===== config.mk =====
export PLATFORM = sky130hd
export DESIGN_NAME = id_stage_fwd_hs
export DESIGN_NICKNAME = d
export VERILOG_FILES = /design/src/rtl/cpu_defs_pkg.sv /design/src/rtl/fwd_select.sv /design/src/rtl/id_stage_fwd_hs.sv
export SDC_FILE = /design/constraint.sdc
export NUM_CORES = 1
export LEC_CHECK = 0
export CORE_AREA = 2 2 153 155
export DETAILED_ROUTE_END_ITERATION = 10
export DIE_AREA = 0 0 155 157
export PLACE_DENSITY = 0.58
export SETUP_SLACK_MARGIN = 0.5
export SKIP_CTS_REPAIR_TIMING = 1
export SYNTH_ARGS = -nofsm -noshare
export SYNTH_HDL_FRONTEND = slang
export SYNTH_SLANG_ARGS = --single-unit

===== constraint.sdc =====
create_clock -name clk -period 6.5 [get_ports clk]
set_input_delay 1.625 -clock clk [delete_from_list [all_inputs] [get_ports clk]]
set_output_delay 1.625 -clock clk [all_outputs]
set_load 0.02 [all_outputs]

===== src/rtl/cpu_defs_pkg.sv =====
// Shared MIPS opcode/funct constants and decode helpers for the decode stage.
package cpu_defs_pkg;

   localparam logic [5:0] OP_SPECIAL = 6'h00;
   localparam logic [5:0] OP_J       = 6'h02;
   localparam logic [5:0] OP_JAL     = 6'h03;
   localparam logic [5:0] OP_BEQ     = 6'h04;
   localparam logic [5:0] OP_BNE     = 6'h05;
   localparam logic [5:0] OP_LUI     = 6'h0f;
   localparam logic [5:0] OP_SB      = 6'h28;
   localparam logic [5:0] OP_SH      = 6'h29;
   localparam logic [5:0] OP_SWL     = 6'h2a;
   localparam logic [5:0] OP_SW      = 6'h2b;
   localparam logic [5:0] OP_SWR     = 6'h2e;

   localparam logic [5:0] FN_MFHI    = 6'h10;
   localparam logic [5:0] FN_MTHI    = 6'h11;
   localparam logic [5:0] FN_MFLO    = 6'h12;
   localparam logic [5:0] FN_MTLO    = 6'h13;
   localparam logic [5:0] FN_MULT    = 6'h18;
   localparam logic [5:0] FN_MULTU   = 6'h19;
   localparam logic [5:0] FN_DIV     = 6'h1a;
   localparam logic [5:0] FN_DIVU    = 6'h1b;

   localparam logic [31:0] DEF_RESET_PC = 32'hbfc00000;

   function automatic logic is_store(input logic [5:0] op);
      case (op)
         OP_SB, OP_SH, OP_SWL, OP_SW, OP_SWR: is_store = 1'b1;
         default:                             is_store = 1'b0;
      endcase
   endfunction

   function automatic logic is_hilo_writer(input logic [5:0] op, input logic [5:0] fn);
      if (op == OP_SPECIAL) begin
         case (fn)
            FN_MULT, FN_MULTU, FN_DIV, FN_DIVU, FN_MTHI, FN_MTLO: is_hilo_writer = 1'b1;
            default:                                              is_hilo_writer = 1'b0;
         endcase
      end else begin
         is_hilo_writer = 1'b0;
      end
   endfunction

endpackage


===== src/rtl/fwd_select.sv =====
// Priority bypass mux: the lowest-index (youngest) producer writing raddr wins.
module fwd_select #(
   parameter int XLEN = 32,
   parameter int RA_W = 5,
   parameter int NFWD = 3
)(
   input  logic [RA_W-1:0]      i_raddr,
   input  logic [NFWD-1:0]      i_valid,
   input  logic [NFWD*RA_W-1:0] i_dest,
   input  logic [NFWD-1:0]      i_ready,
   input  logic [NFWD*XLEN-1:0] i_value,
   output logic                 o_hit,
   output logic                 o_ready,
   output logic [XLEN-1:0]      o_value
);

   // First matching producer only; register 0 is never a bypass target.
   always_comb begin
      o_hit   = 1'b0;
      o_ready = 1'b0;
      o_value = {XLEN{1'b0}};
      for (int i = 0; i < NFWD; i++) begin
         if (!o_hit && i_valid[i] && (i_dest[i*RA_W +: RA_W] != {RA_W{1'b0}})
             && (i_dest[i*RA_W +: RA_W] == i_raddr)) begin
            o_hit   = 1'b1;
            o_ready = i_ready[i];
            o_value = i_value[i*XLEN +: XLEN];
         end else begin
            o_hit   = o_hit;
         end
      end
   end

endmodule


===== src/rtl/id_stage_fwd_hs.sv =====
// Decode-stage front end: instruction/PC register with valid/allowin handshake,
// NFWD-source operand bypass and a HI/LO in-flight writer scoreboard.
module id_stage_fwd_hs
   import cpu_defs_pkg::*;
#(
   parameter int              XLEN     = 32,
   parameter int              RA_W     = 5,
   parameter int              NFWD     = 3,
   parameter int              MAX_HILO = 3,
   parameter logic [XLEN-1:0] RESET_PC = XLEN'(DEF_RESET_PC)
)(
   input  logic                         clk,
   input  logic                         resetn,
   input  logic                         fs_valid,
   input  logic [31:0]                  fs_inst,
   input  logic [XLEN-1:0]              fs_pc,
   output logic                         ds_allowin,
   input  logic                         es_allowin,
   input  logic                         flush,
   output logic                         ds_valid,
   output logic                         ds_to_es_valid,
   output logic [31:0]                  ds_inst,
   output logic [XLEN-1:0]              ds_pc,
   output logic [RA_W-1:0]              rf_raddr1,
   output logic [RA_W-1:0]              rf_raddr2,
   input  logic [XLEN-1:0]              rf_rdata1,
   input  logic [XLEN-1:0]              rf_rdata2,
   input  logic [NFWD-1:0]              fwd_valid,
   input  logic [NFWD*RA_W-1:0]         fwd_dest,
   input  logic [NFWD-1:0]              fwd_ready,
   input  logic [NFWD*XLEN-1:0]         fwd_value,
   input  logic                         hilo_done,
   output logic [XLEN-1:0]              src1_value,
   output logic [XLEN-1:0]              src2_value,
   output logic                         stall,
   output logic [$clog2(MAX_HILO+1)-1:0] hilo_pending
);

   localparam int              HP_W   = $clog2(MAX_HILO+1);
   localparam logic [HP_W-1:0] HP_MAX = HP_W'(MAX_HILO);
   localparam logic [HP_W-1:0] HP_ONE = HP_W'(1);

   logic            r_valid;
   logic [31:0]     r_inst;
   logic [XLEN-1:0] r_pc;
   logic [HP_W-1:0] r_hilo_cnt;

   logic [5:0]      w_op, w_fn;
   logic            w_use_rs, w_use_rt, w_hilo_wr, w_hilo_rd;
   logic            w_hit1, w_rdy1, w_hit2, w_rdy2;
   logic [XLEN-1:0] w_val1, w_val2;
   logic            w_rs_haz, w_rt_haz, w_hilo_haz;
   logic            w_hilo_inc, w_hilo_dec;

   assign w_op = r_inst[31:26];
   assign w_fn = r_inst[5:0];

   // Operand usage and HI/LO role of the held instruction.
   always_comb begin
      w_use_rs  = !((w_op == OP_J) || (w_op == OP_JAL) || (w_op == OP_LUI));
      w_use_rt  = (w_op == OP_SPECIAL) || (w_op == OP_BEQ) || (w_op == OP_BNE) || is_store(w_op);
      w_hilo_wr = is_hilo_writer(w_op, w_fn);
      w_hilo_rd = (w_op == OP_SPECIAL) && ((w_fn == FN_MFHI) || (w_fn == FN_MFLO));
   end

   assign rf_raddr1 = RA_W'(r_inst[25:21]);
   assign rf_raddr2 = RA_W'(r_inst[20:16]);

   fwd_select #(.XLEN(XLEN), .RA_W(RA_W), .NFWD(NFWD)) u_fwd_rs (
      .i_raddr (rf_raddr1), .i_valid (fwd_valid), .i_dest (fwd_dest),
      .i_ready (fwd_ready), .i_value (fwd_value),
      .o_hit   (w_hit1),    .o_ready (w_rdy1),    .o_value (w_val1)
   );

   fwd_select #(.XLEN(XLEN), .RA_W(RA_W), .NFWD(NFWD)) u_fwd_rt (
      .i_raddr (rf_raddr2), .i_valid (fwd_valid), .i_dest (fwd_dest),
      .i_ready (fwd_ready), .i_value (fwd_value),
      .o_hit   (w_hit2),    .o_ready (w_rdy2),    .o_value (w_val2)
   );

   // Operand mux: a matched-but-unready producer becomes a hazard instead.
   always_comb begin
      w_rs_haz   = 1'b0;
      w_rt_haz   = 1'b0;
      src1_value = rf_rdata1;
      src2_value = rf_rdata2;
      if (w_use_rs && w_hit1) begin
         if (w_rdy1) src1_value = w_val1;
         else        w_rs_haz   = 1'b1;
      end else begin
         src1_value = rf_rdata1;
      end
      if (w_use_rt && w_hit2) begin
         if (w_rdy2) src2_value = w_val2;
         else        w_rt_haz   = 1'b1;
      end else begin
         src2_value = rf_rdata2;
      end
   end

   assign w_hilo_haz     = (w_hilo_rd && (r_hilo_cnt != {HP_W{1'b0}}))
                         || (w_hilo_wr && (r_hilo_cnt == HP_MAX));
   assign stall          = r_valid && (w_rs_haz || w_rt_haz || w_hilo_haz);
   assign ds_allowin     = !r_valid || (!stall && es_allowin);
   assign ds_to_es_valid = r_valid && !stall;
   assign w_hilo_inc     = ds_to_es_valid && es_allowin && w_hilo_wr;
   assign w_hilo_dec     = hilo_done && (r_hilo_cnt != {HP_W{1'b0}});

   // Stage register; flush wins over a same-cycle load.
   always_ff @(posedge clk) begin
      if (!resetn) begin
         r_valid <= 1'b0;
         r_inst  <= 32'h0000_0000;
         r_pc    <= RESET_PC;
      end else if (flush) begin
         r_valid <= 1'b0;
      end else if (ds_allowin) begin
         r_valid <= fs_valid;
         if (fs_valid) begin
            r_inst <= fs_inst;
            r_pc   <= fs_pc;
         end
      end
   end

   // In-flight HI/LO writer count; simultaneous issue and retire cancel.
   always_ff @(posedge clk) begin
      if (!resetn)                       r_hilo_cnt <= {HP_W{1'b0}};
      else if (w_hilo_inc && !w_hilo_dec) r_hilo_cnt <= r_hilo_cnt + HP_ONE;
      else if (!w_hilo_inc && w_hilo_dec) r_hilo_cnt <= r_hilo_cnt - HP_ONE;
      else                               r_hilo_cnt <= r_hilo_cnt;
   end

   assign ds_valid     = r_valid;
   assign ds_inst      = r_inst;
   assign ds_pc        = r_pc;
   assign hilo_pending = r_hilo_cnt;

endmodule


==> results.sh <==
export IMPL_crit_required_ns=4.88
export IMPL_nets=1437
export IMPL_max_stage_delay_ns=0.54
export IMPL_cts_tree="done"
export IMPL_drive_gt1_share_pct=7.317
export IMPL_p_int_uw=1041
export IMPL_min_path_cells=2
export IMPL_synthFlopType="dfxtp_1"
export IMPL_syn_inst=823
export IMPL_grt_pass1_wl_um=37870
export IMPL_final_common_cell="clkdlybuf4s50_1"
export IMPL_slew_headroom_pct=49.66
export IMPL_ir_drop_mv=0.1494
export IMPL_critPathSlowestCell="or4_4"
export IMPL_ant_nets=0
export IMPL_post_dp_hpwl_um=19480
export IMPL_min_period_ns=5.918
export IMPL_max_freq_mhz=169.0
export IMPL_yosysUniqueCellTypes=51
export IMPL_critPathTopFamily="buffers and inverters"
export IMPL_syn_area_per_cell_um2=7.177
export IMPL_cp_cell_sequence="clkdlybuf4s50_1, or4_4, o211ai_1, nor3_1, mux2_4, nor2_4, nor2_4, buf_4, buf_12, buf_12, mux2_4, buf_6"
export IMPL_clockBufferDepth=2
export IMPL_tns_ns=0
export IMPL_setup_violations=0
export IMPL_pin_count=395
export IMPL_drcViolationCount=0
export IMPL_synthesis_area_um2=5907
export IMPL_nFillCells=2209
export IMPL_gp_congestion=0.8178
export IMPL_die_area_um2=24340
export IMPL_path_class="primary input to primary output"
export IMPL_dr_first_iter_drc_count=442
export IMPL_clk_latency_ns=0.33
export IMPL_finalWorstSetupSlack_ns=0.5825
export IMPL_ys_ff_latch=67
export IMPL_p_switching_uw=448.2
export IMPL_timing_reg2reg_setup_slack_ns=3.16
export IMPL_r2r_end="hilo_pending[1]"
export IMPL_synth_nets=1075
export IMPL_cts_htree_levels=3
export IMPL_hold_viol=0
export IMPL_finalClockSkew_ns=0.01285
export IMPL_status="completed"
export IMPL_period_share_pct=91.04
export IMPL_cts_sinks=67
export IMPL_cp_end_kind="primary output"
export IMPL_synth_edff_count=0
export IMPL_cp_max_fo=8
export IMPL_areaGrowthSynthToFinish_pct=82.61
export IMPL_worstHoldPathType="flip-flop to flip-flop"
export IMPL_multi_input_area_um2=4086
export IMPL_die_h_um=157
export IMPL_utilization_pct=47.93
export IMPL_cts_buffers=9
export IMPL_power_density_nw_per_um2=138.1
export IMPL_grt_max_degree=67
export IMPL_post_place_ws_ns=0.1323
export IMPL_cap_violations=0
export IMPL_initial_utilization_pct=26.25
export IMPL_drtPass1Iterations=6
export IMPL_grt_pass1_vias=6755
export IMPL_globalRouteTotalUtil_pct=19.61
export IMPL_ys_seq_area_share_pct=22.71
export IMPL_root_buffer="clkbuf_16"
export IMPL_yosys_warnings=0
export IMPL_rsz0062_at_grt="true"
export IMPL_whs_endpoint="ds_pc[4]"
export IMPL_worst_pin_slew_ns=0.7551
export IMPL_fp_coreArea_um2=22500
export IMPL_rows=55
export IMPL_wirelength_um=26680
export IMPL_finalMaxSlewViolations=0
export IMPL_clkTransAtPathRegs_ns=0.05
export IMPL_overflow=0
export IMPL_fp_dieW_um=155
export IMPL_share_comb_of_total_power_pct=35.1
export IMPL_io_buffers=394
export IMPL_cp_start_kind="primary input"
export IMPL_r2r_start="ds_inst[18]"
export IMPL_reg2reg_depth=10
export IMPL_timing_hold_ws_ns=0.4542
export IMPL_crit_arrival_ns=4.29
export IMPL_seq_area_um2=1341
export IMPL_crit_buf_inv=5
export IMPL_vias=6900
export IMPL_synthArstFlopShare_pct=0
export IMPL_p_leak_uw=0.004423
export IMPL_seq_power_share_pct=31.5
export IMPL_switching_share_pct=30.09
export IMPL_via_per_inst=4.678
export IMPL_final_cell_mix="clkdlybuf4s50_1, nand2_1, a21oi_1, mux2i_1"
export IMPL_min_from="ds_pc[4]"
export IMPL_antenna_found_initial=0
export IMPL_power_frac_clock_pct=33.4
export IMPL_wl_per_cell_um=18.09
==> sequential cells by signal, indices dropped and copies added (netlist names) <==
register,cells
ds_pc,32
ds_inst,32
ds_valid,1
hilo_pending,2
==> synthesized netlist by cell type (3+ instances only) <==
library cell,n,area share [%]
nand2_1,182,12
a21oi_1,127,11
mux2i_1,126,21
dfxtp_1,67,23
inv_1,67,4.3
nand3b_1,62,7.9
clkbuf_1,44,2.8
xnor2_1,21,3.1
nor2b_1,18,1.9
buf_4,10,1.3
xor2_1,9,1.3
nor2_1,8,0.51
o21ai_0,7,0.59
buf_2,6,0.51
buf_8,6,1.5
nor3_1,6,0.51
buf_1,5,0.32
nand3_1,5,0.42
nor4_1,5,0.53
nand4_1,3,0.32
==> metal layers <==
metal,vias to the layer above,GRT usage (%),share of wire [%]
met3,22,4.708,6.6
met1,3154,23.24,41
met2,250,35.92,51
met4,0,4.101,1.5
met5,-,0,0
li1,3474,-,-
==> metrics by stage <==
step	cells	power [µW]	area, µm²
after floorplan	823	699.2	5907
after global placement	1447	999.1	10100
after detailed placement	1447	1001	10100
after CTS	1462	1505	10400
after global routing	1474	1563	10780
final	1475	1489	10790
==> power by group through the flow <==
stage	clock network (µW)	registers (µW)	logic (µW)
2_1_floorplan	0	506	194
3_3_place_gp	0	477	522
3_5_place_dp	0	477	524
4_1_cts	509	469	526
5_1_grt	531	473	559
6_report	497	469	523
==> cell type report <==
class / instances / share of cell area, %
diodes: 1 / 0.02320
clock buffers: 10 / 2.216
clock inverters: 5 / 0.5800
inverters: 68 / 2.366
multi-input cells: 616 / 37.88
flip-flops and latches: 67 / 12.43
well taps: 285 / 3.306
repair buffers: 423 / 41.19
==> how the worst max path moves through the flow <==
stage	from	end	slack, ns	cells after the start
after global placement	fwd_dest[1]	src1_value[6]	0.15	11
after detailed placement	fwd_dest[1]	src2_value[17]	0.13	11
after CTS	fwd_dest[1]	src2_value[17]	0.14	11
final	fwd_dest[6]	src1_value[6]	0.58	12
after global routing	fwd_dest[6]	stall	0.47	10
after floorplan	fwd_dest[6]	src2_value[0]	1.08	8
==> cells by family after synthesis <==
logic type	count (synthesis)	synth area share (%)
compound gates	147	13.41
mux	130	22.11
simple gates	308	26.18
buf+inv	140	10.93
flops	67	22.71
fa+ha+maj	1	0.2118
xor+xnor	30	4.448
==> worst min-delay path, stage by stage, from the launching register on <==
cell and delay [ns]:
dfxtp_1 0.30, nand2_1 0.05, mux2i_1 0.05
No activity file was read; power rests on OpenSTA's default activity.
